`src/rtl/ahb_sram_ctrl_pkg.sv`:
```
// Shared encodings for the AHB-Lite SRAM controller: bus field codes and FSM states.
// No logic, so no latency.
// No handshake of its own.
package ahb_sram_ctrl_pkg;

    // Bus widths taken from the system-wide AHB configuration
    localparam int AHB_ADDR_WIDTH = 32;
    localparam int AHB_DATA_WIDTH = 32;

    localparam logic [1:0] HTRANS_IDLE   = 2'b00;
    localparam logic [1:0] HTRANS_BUSY   = 2'b01;
    localparam logic [1:0] HTRANS_NONSEQ = 2'b10;
    localparam logic [1:0] HTRANS_SEQ    = 2'b11;

    localparam logic [2:0] HSIZE_BYTE = 3'd0;
    localparam logic [2:0] HSIZE_HALF = 3'd1;
    localparam logic [2:0] HSIZE_WORD = 3'd2;

    localparam logic HRESP_OKAY  = 1'b0;
    localparam logic HRESP_ERROR = 1'b1;

    // Controller states
    localparam logic [2:0] ST_IDLE     = 3'd0;
    localparam logic [2:0] ST_WR       = 3'd1;
    localparam logic [2:0] ST_RD_ISSUE = 3'd2;
    localparam logic [2:0] ST_RD_WAIT  = 3'd3;
    localparam logic [2:0] ST_ERR1     = 3'd4;
    localparam logic [2:0] ST_ERR2     = 3'd5;

endpackage

```
`src/rtl/ahb_sram_ctrl_if.sv`:
```
// AHB-Lite bus bundle between the core master and the SRAM controller slave.
// Pure wiring, no latency.
// Stalls are carried by hreadyout/hready.
interface ahb_sram_ctrl_if
    import ahb_sram_ctrl_pkg::*;
#(
    parameter int ADDR_WIDTH = AHB_ADDR_WIDTH,
    parameter int DATA_WIDTH = AHB_DATA_WIDTH
);
    logic                  hsel;
    logic [ADDR_WIDTH-1:0] haddr;
    logic [1:0]            htrans;
    logic                  hwrite;
    logic [2:0]            hsize;
    logic [2:0]            hburst;
    logic [DATA_WIDTH-1:0] hwdata;
    logic                  hready;
    logic                  hreadyout;
    logic [DATA_WIDTH-1:0] hrdata;
    logic                  hresp;

    modport master (
        output hsel, haddr, htrans, hwrite, hsize, hburst, hwdata, hready,
        input  hreadyout, hrdata, hresp
    );

    modport slave (
        input  hsel, haddr, htrans, hwrite, hsize, hburst, hwdata, hready,
        output hreadyout, hrdata, hresp
    );
endinterface

```
`src/rtl/ahb_sram_be_gen.sv`:
```
// Little-endian byte-lane enables and alignment/size check for one AHB transfer.
// Purely combinational, zero latency.
// No backpressure.
module ahb_sram_be_gen
    import ahb_sram_ctrl_pkg::*;
(
    input  logic [2:0] hsize_i,
    input  logic [1:0] addr_lo_i,
    output logic [3:0] be_o,
    output logic       align_err_o
);

    // Decode size/offset into lanes; unsupported sizes flag an error with no lanes
    always_comb begin
        be_o        = 4'b0000;
        align_err_o = 1'b0;
        case (hsize_i)
            HSIZE_BYTE: be_o = 4'b0001 << addr_lo_i;
            HSIZE_HALF: begin
                be_o        = 4'b0011 << addr_lo_i;
                align_err_o = addr_lo_i[0];
            end
            HSIZE_WORD: begin
                be_o        = 4'b1111;
                align_err_o = (addr_lo_i != 2'b00);
            end
            default:    align_err_o = 1'b1;
        endcase
    end

endmodule

```
`src/rtl/ahb_sram_ctrl.sv`:
```
// AHB-Lite slave driving one single-port synchronous SRAM.
// Writes zero-wait; reads 1+RD_WAIT cycles (2+RD_WAIT right after a write); errors 2 cycles.
// Stalls the master with hreadyout=0 during read waits, delayed read issue and ERR1.
module ahb_sram_ctrl
    import ahb_sram_ctrl_pkg::*;
#(
    parameter int ADDR_WIDTH = AHB_ADDR_WIDTH,
    parameter int DATA_WIDTH = AHB_DATA_WIDTH,
    parameter int MEM_AW     = 12,
    parameter int RD_WAIT    = 0
)(
    input  logic                    clk,
    input  logic                    rst,
    ahb_sram_ctrl_if.slave          bus,
    output logic                    sram_cs,
    output logic                    sram_we,
    output logic [DATA_WIDTH/8-1:0] sram_be,
    output logic [MEM_AW-1:0]       sram_addr,
    output logic [DATA_WIDTH-1:0]   sram_wdata,
    input  logic [DATA_WIDTH-1:0]   sram_rdata
);

    localparam logic [2:0] RD_WAIT_L = 3'(RD_WAIT);

    logic [2:0]            state_q, state_d;
    logic [2:0]            cnt_q, cnt_d;
    logic [MEM_AW-1:0]     addr_q, addr_d;
    logic [3:0]            be_q, be_d;
    logic                  rdv_q;
    logic [DATA_WIDTH-1:0] hrdata_q;

    logic [3:0] be_new;
    logic       align_err;
    logic       range_err;
    logic       accept;
    logic       last_rd;
    logic       done;
    logic       take;
    logic       rd_now;

    // hburst carries no meaning here: bursts are handled as single accesses
    logic unused_hburst;
    assign unused_hburst = ^bus.hburst;

    ahb_sram_be_gen u_be_gen (
        .hsize_i     (bus.hsize),
        .addr_lo_i   (bus.haddr[1:0]),
        .be_o        (be_new),
        .align_err_o (align_err)
    );

    assign range_err = |bus.haddr[ADDR_WIDTH-1:MEM_AW+2];
    assign accept    = bus.hsel & bus.hready & bus.htrans[1] & ~rst;
    assign last_rd   = (cnt_q == RD_WAIT_L);
    // Cycles in which the current data phase completes and a new address phase is taken
    assign done      = (state_q == ST_IDLE) || (state_q == ST_WR) || (state_q == ST_ERR2) ||
                       ((state_q == ST_RD_WAIT) && last_rd);
    assign take      = accept & done;
    // Port is free unless a write data phase occupies it this cycle
    assign rd_now    = take & ~(align_err | range_err) & ~bus.hwrite & (state_q != ST_WR);

    // Next-state: sequencing within a data phase, then the new address phase on completion
    always_comb begin
        state_d = state_q;
        cnt_d   = cnt_q;
        addr_d  = addr_q;
        be_d    = be_q;
        case (state_q)
            ST_RD_ISSUE: begin
                state_d = ST_RD_WAIT;
                cnt_d   = 3'd0;
            end
            ST_RD_WAIT:  if (!last_rd) cnt_d = cnt_q + 3'd1;
            ST_ERR1:     state_d = ST_ERR2;
            default:     ;
        endcase
        if (done) begin
            state_d = ST_IDLE;
            if (take) begin
                if (align_err | range_err) begin
                    state_d = ST_ERR1;
                end else begin
                    addr_d = bus.haddr[MEM_AW+1:2];
                    cnt_d  = 3'd0;
                    if (bus.hwrite) begin
                        state_d = ST_WR;
                        be_d    = be_new;
                    end else if (state_q == ST_WR) begin
                        state_d = ST_RD_ISSUE;
                    end else begin
                        state_d = ST_RD_WAIT;
                    end
                end
            end
        end
    end

    // SRAM strobes: write data phase, deferred read, or same-cycle read on a free port
    always_comb begin
        sram_cs    = 1'b0;
        sram_we    = 1'b0;
        sram_be    = '0;
        sram_addr  = '0;
        sram_wdata = '0;
        if (!rst) begin
            if (state_q == ST_WR) begin
                sram_cs    = 1'b1;
                sram_we    = 1'b1;
                sram_be    = be_q;
                sram_addr  = addr_q;
                sram_wdata = bus.hwdata;
            end else if (state_q == ST_RD_ISSUE) begin
                sram_cs   = 1'b1;
                sram_addr = addr_q;
            end else if (rd_now) begin
                sram_cs   = 1'b1;
                sram_addr = bus.haddr[MEM_AW+1:2];
            end
        end
    end

    // State, captured address phase and read-data holding register
    always_ff @(posedge clk) begin
        if (rst) begin
            state_q  <= ST_IDLE;
            cnt_q    <= 3'd0;
            addr_q   <= '0;
            be_q     <= 4'b0000;
            rdv_q    <= 1'b0;
            hrdata_q <= '0;
        end else begin
            state_q <= state_d;
            cnt_q   <= cnt_d;
            addr_q  <= addr_d;
            be_q    <= be_d;
            rdv_q   <= sram_cs & ~sram_we;
            if (rdv_q) hrdata_q <= sram_rdata;
        end
    end

    // SRAM data is passed through the cycle it returns, then held until the next read
    assign bus.hrdata    = rdv_q ? sram_rdata : hrdata_q;
    assign bus.hreadyout = ~((state_q == ST_RD_ISSUE) || (state_q == ST_ERR1) ||
                             ((state_q == ST_RD_WAIT) && !last_rd));
    assign bus.hresp     = ((state_q == ST_ERR1) || (state_q == ST_ERR2)) ? HRESP_ERROR : HRESP_OKAY;

endmodule

```
`src/flat_wrapper.sv`:
```
// flat-port wrapper written by rule: the top's interface ports become plain ports
module ahb_sram_ctrl_flat import ahb_sram_ctrl_pkg::*;
#(
    parameter int ADDR_WIDTH = AHB_ADDR_WIDTH,
    parameter int DATA_WIDTH = AHB_DATA_WIDTH,
    parameter int MEM_AW     = 12,
    parameter int RD_WAIT    = 0
)
  (clk, rst, sram_cs, sram_we, sram_be, sram_addr, sram_wdata, sram_rdata, bus_hsel, bus_haddr, bus_htrans, bus_hwrite, bus_hsize, bus_hburst, bus_hwdata, bus_hready, bus_hreadyout, bus_hrdata, bus_hresp);
  ahb_sram_ctrl_if #(.ADDR_WIDTH(ADDR_WIDTH), .DATA_WIDTH(DATA_WIDTH)) bus_i ();
  input  logic clk;
  input  logic rst;
  output logic sram_cs;
  output logic sram_we;
  output logic [DATA_WIDTH/8-1:0] sram_be;
  output logic [MEM_AW-1:0] sram_addr;
  output logic [DATA_WIDTH-1:0] sram_wdata;
  input  logic [DATA_WIDTH-1:0] sram_rdata;
  input wire logic [$bits(bus_i.hsel)-1:0] bus_hsel;
  input wire logic [$bits(bus_i.haddr)-1:0] bus_haddr;
  input wire logic [$bits(bus_i.htrans)-1:0] bus_htrans;
  input wire logic [$bits(bus_i.hwrite)-1:0] bus_hwrite;
  input wire logic [$bits(bus_i.hsize)-1:0] bus_hsize;
  input wire logic [$bits(bus_i.hburst)-1:0] bus_hburst;
  input wire logic [$bits(bus_i.hwdata)-1:0] bus_hwdata;
  input wire logic [$bits(bus_i.hready)-1:0] bus_hready;
  output wire logic [$bits(bus_i.hreadyout)-1:0] bus_hreadyout;
  output wire logic [$bits(bus_i.hrdata)-1:0] bus_hrdata;
  output wire logic [$bits(bus_i.hresp)-1:0] bus_hresp;
  assign bus_i.hsel = bus_hsel;
  assign bus_i.haddr = bus_haddr;
  assign bus_i.htrans = bus_htrans;
  assign bus_i.hwrite = bus_hwrite;
  assign bus_i.hsize = bus_hsize;
  assign bus_i.hburst = bus_hburst;
  assign bus_i.hwdata = bus_hwdata;
  assign bus_i.hready = bus_hready;
  assign bus_hreadyout = bus_i.hreadyout;
  assign bus_hrdata = bus_i.hrdata;
  assign bus_hresp = bus_i.hresp;
  ahb_sram_ctrl #(.ADDR_WIDTH(ADDR_WIDTH), .DATA_WIDTH(DATA_WIDTH), .MEM_AW(MEM_AW), .RD_WAIT(RD_WAIT)) u_core (.clk(clk), .rst(rst), .bus(bus_i), .sram_cs(sram_cs), .sram_we(sram_we), .sram_be(sram_be), .sram_addr(sram_addr), .sram_wdata(sram_wdata), .sram_rdata(sram_rdata));
endmodule
```
`config.mk`:
```
export PLATFORM = sky130hd
export DESIGN_NAME = ahb_sram_ctrl_flat
export DESIGN_NICKNAME = d
export VERILOG_FILES = /design/src/rtl/ahb_sram_ctrl_pkg.sv /design/src/rtl/ahb_sram_ctrl_if.sv /design/src/rtl/ahb_sram_be_gen.sv /design/src/rtl/ahb_sram_ctrl.sv /design/src/flat_wrapper.sv
export SDC_FILE = /design/constraint.sdc
export NUM_CORES = 1
export LEC_CHECK = 0
export CAP_MARGIN = 20
export CORE_MARGIN = 1
export CORE_UTILIZATION = 40
export CTS_BUF_LIST = sky130_fd_sc_hd__clkbuf_2 sky130_fd_sc_hd__clkbuf_4 sky130_fd_sc_hd__clkbuf_8
export DETAILED_ROUTE_END_ITERATION = 7
export PLACE_DENSITY = 0.92
export RECOVER_POWER = 50
export SYNTH_ARGS = -nofsm -noshare
export SYNTH_HDL_FRONTEND = slang
export SYNTH_SLANG_ARGS = --single-unit
export TNS_END_PERCENT = 50
```
`constraint.sdc`:
```
create_clock -name clk -period 6.9 [get_ports clk]
set_input_delay 1.38 -clock clk [delete_from_list [all_inputs] [get_ports clk]]
set_output_delay 1.38 -clock clk [all_outputs]
set_load 0.02 [all_outputs]
```
==> metrics.yaml <==
sta:
  setup_ws_ns: 1.16
  rsz0062_at_grt: "no"
  tns_ns: 0
  fin_hold_ws_ns: 0.480
  relSlewSlack_pct: 47.5
  slew_viol_final: 0
  min_period_ns: 5.74
  min_period_over_period_pct: 83.3
  fmax_mhz: 174
  hold_viol: 0
  tightest_slew_ns: 0.786
  setup_viol_count_final: 0
  clock_skew_ns: 0.00567
synth:
  synthesis.nets: 432
  ys_seq_elements: 55
  synth_top_flop_cell: "dfxtp_1"
  synthDistinctLibCells: 33
  syn_avg_cell_area_um2: 8.89
  synth_edf_count: 0
  synth-async-reset-ratio_pct: 0
  yosysWarnings: 0
  syn_inst: 321
  synth_area_mm2: 0.00286
  ys_seq_area_share_pct: 38.6
run_status:
  outcome: "complete, no violations"
die:
  ioPinCount: 193
  die_w_um: 86.5
  die-height_um: 86.5
  rows: 30
  start_util_pct: 41.8
  die-area_mm2: 0.00748
  core_mm2: 0.00683
pwr:
  peakVddDrop_v: 0.0000822
  power_density_mw_per_mm2: 120
  p_total_mw: 0.589
  power_leakage_nw: 1.84
placement:
  place_inst: 588
  placedInstanceArea_mm2: 0.00480
  gp_congestion: 0.764
  dpl_worst_slack_ns: 1.61
  io_buffers: 188
  dp_hpwl_mm: 6.74
clock_network:
  cts-root-buf: "clkbuf_8"
  numCtsBuffers: 5
  h-tree-depth: 2
  clock_path_buffers: 2
  numClockSinks: 55
  path_clk_slew_ns: 0.10
  post_cts_buffers: 0
  insertion_delay_ns: 0.30
  holdBufCountCts: 0
  ctsResizeCount: 0
  cts_tree: "yes"
routing:
  drtAntennaViolNets: 0
  vias_per_cell: 4.83
  drt_iter0_drc: 67
  vias: 2879
  drt_first_pass_iters: 5
  wl_per_cell_um: 14.5
  wirelength_mm: 8.63
  drc_errors: 0
worst_setup_path:
  r2r_cells: 8
  start_kind: "input pin"
  cp-end-kind: "output pin"
  slowest_delay_ns: 0.64
  crit_type: "in -> out"
  critical_path_required_ns: 5.52
  cp.arrival_ns: 4.36
  cp_slowest_cell: "clkdlybuf4s50_1"
  critPathMaxFanout: 14
  crit_path_cell_trace: "dlygate4sd3_1, nor4_1, o2111ai_1, nor4_2, clkbuf_1, nand3_1, a21oi_1, clkdlybuf4s50_1"
grt:
  grt_use_total_pct: 22.9
  grt_pass1_wl_mm: 13.5
  antenna_found_initial: 0
  grt_pass1_vias: 2803
  overflow: 0
  grt_max_degree: 72
final_layout:
  area_growth_pct: 71.3
  diodes: 0
  layout-drive-gt1-share_pct: 9.80
  final_core_utilization_pct: 71.6
  fin_nets: 610
  final_cell_area_mm2: 0.00489
  fin_cells: 596
run:
  drv_cap: 0
worst_hold_path:
  hold_path.class: "reg -> reg"
  worstHoldPathCells: 2
worst paths after layout:
check | startpoint | to | slack, ns
setup reg to reg | u_core.cnt_q[0]$_SDFF_PP0_ | u_core.rdv_q$_SDFF_PP0_ | 4.61
setup / recovery | bus_haddr[14] | sram_addr[11] | 1.16
hold reg to reg | u_core.be_q[3]$_SDFFE_PP0P_ | u_core.be_q[3]$_SDFFE_PP0P_ | 0.48
hold / removal | u_core.be_q[3]$_SDFFE_PP0P_ | u_core.be_q[3]$_SDFFE_PP0P_ | 0.48
registers in the layout, indices dropped and copies added (netlist names):
register / count
u_core.addr_q: 12
u_core.be_q: 4
u_core.cnt_q: 3
u_core.hrdata_q: 32
u_core.rdv_q: 1
u_core.state_q: 3
worst max-delay path, delay by kind of cell:
kind,cells,cell delay (ns)
compound gates,2,0.50
buf+inv,3,1.69
simple gates,3,0.81
synthesized netlist by cell type (all sizes together), types with 2 or more instances:
cell	number	area share (%)
nand2	18	2.4
clkbuf	14	1.8
a21oi	17	3.0
and2	36	7.9
dfxtp	55	39
nand2b	9	2.0
a22oi	4	1.1
mux2	34	13
ha	2	0.88
nor4	5	1.3
nor3	7	1.6
nor2	19	2.5
nand3	15	2.6
nor2b	39	8.5
inv	3	0.39
o21ai	8	1.4
mux2i	16	5.6
o21bai	2	0.53
buf	8	1.5
o31ai	3	0.79
kinds of logic (layout without fill, tap and decap cells):
group                    after synthesis  count (layout)  synth area share, %
AND/OR/NAND/NOR                      151             151                 29.8
flip-flops                            55              55                 38.6
multiplexers                          50              50                 19.0
AO/OA/AOI/OAI                         37              37                 7.62
buffers and inverters                 25             204                 3.77
adder cells (fa/ha/maj)                2               2                0.876
XOR/XNOR                               1               1                0.307
cell type report:
class	count	area, um^2
clock inverter	3	27.5
fill	528	1940
tap	96	120
multi-input combinational	241	1650
clock buffer	5	68.8
timing repair buffer	193	1910
inverter	3	11.3
sequential	55	1100
metal layers:
metal	GRT usage, %	vias up	part of all wire (%)
met4	6.21	0	1.9
met3	4.76	14	5.7
met2	44.4	106	52
li1	-	1436	-
met5	0	-	0
met1	25.2	1323	40
placed cells by master, fill, tap and decap left out, types with 2 or more instances in the layout:
cell type / count
nor3_1: 6
nor2_1: 19
and2_1: 36
dfxtp_1: 55
clkdlybuf4s50_1: 172
inv_1: 3
nor2b_1: 39
a21oi_1: 17
nand2_1: 18
mux2_2: 34
clkbuf_1: 2
clkbuf_8: 5
nand3_1: 15
mux2i_1: 16
nand2b_1: 9
o21ai_0: 7
dlygate4sd3_1: 15
a22oi_1: 4
o31ai_1: 3
nor4_1: 4
o21bai_1: 2
ha_1: 2
buf_4: 4
power by group:
| part | total, mW | internal [mW] | switching (mW) |
|---|---|---|---|
| registers | 0.319 | 0.318 | 0.00113 |
| logic | 0.0830 | 0.0587 | 0.0243 |
| clock network | 0.188 | 0.0748 | 0.113 |
| total | 0.589 | 0.451 | 0.138 |
Note: power is estimated with default switching activity, not from simulation.
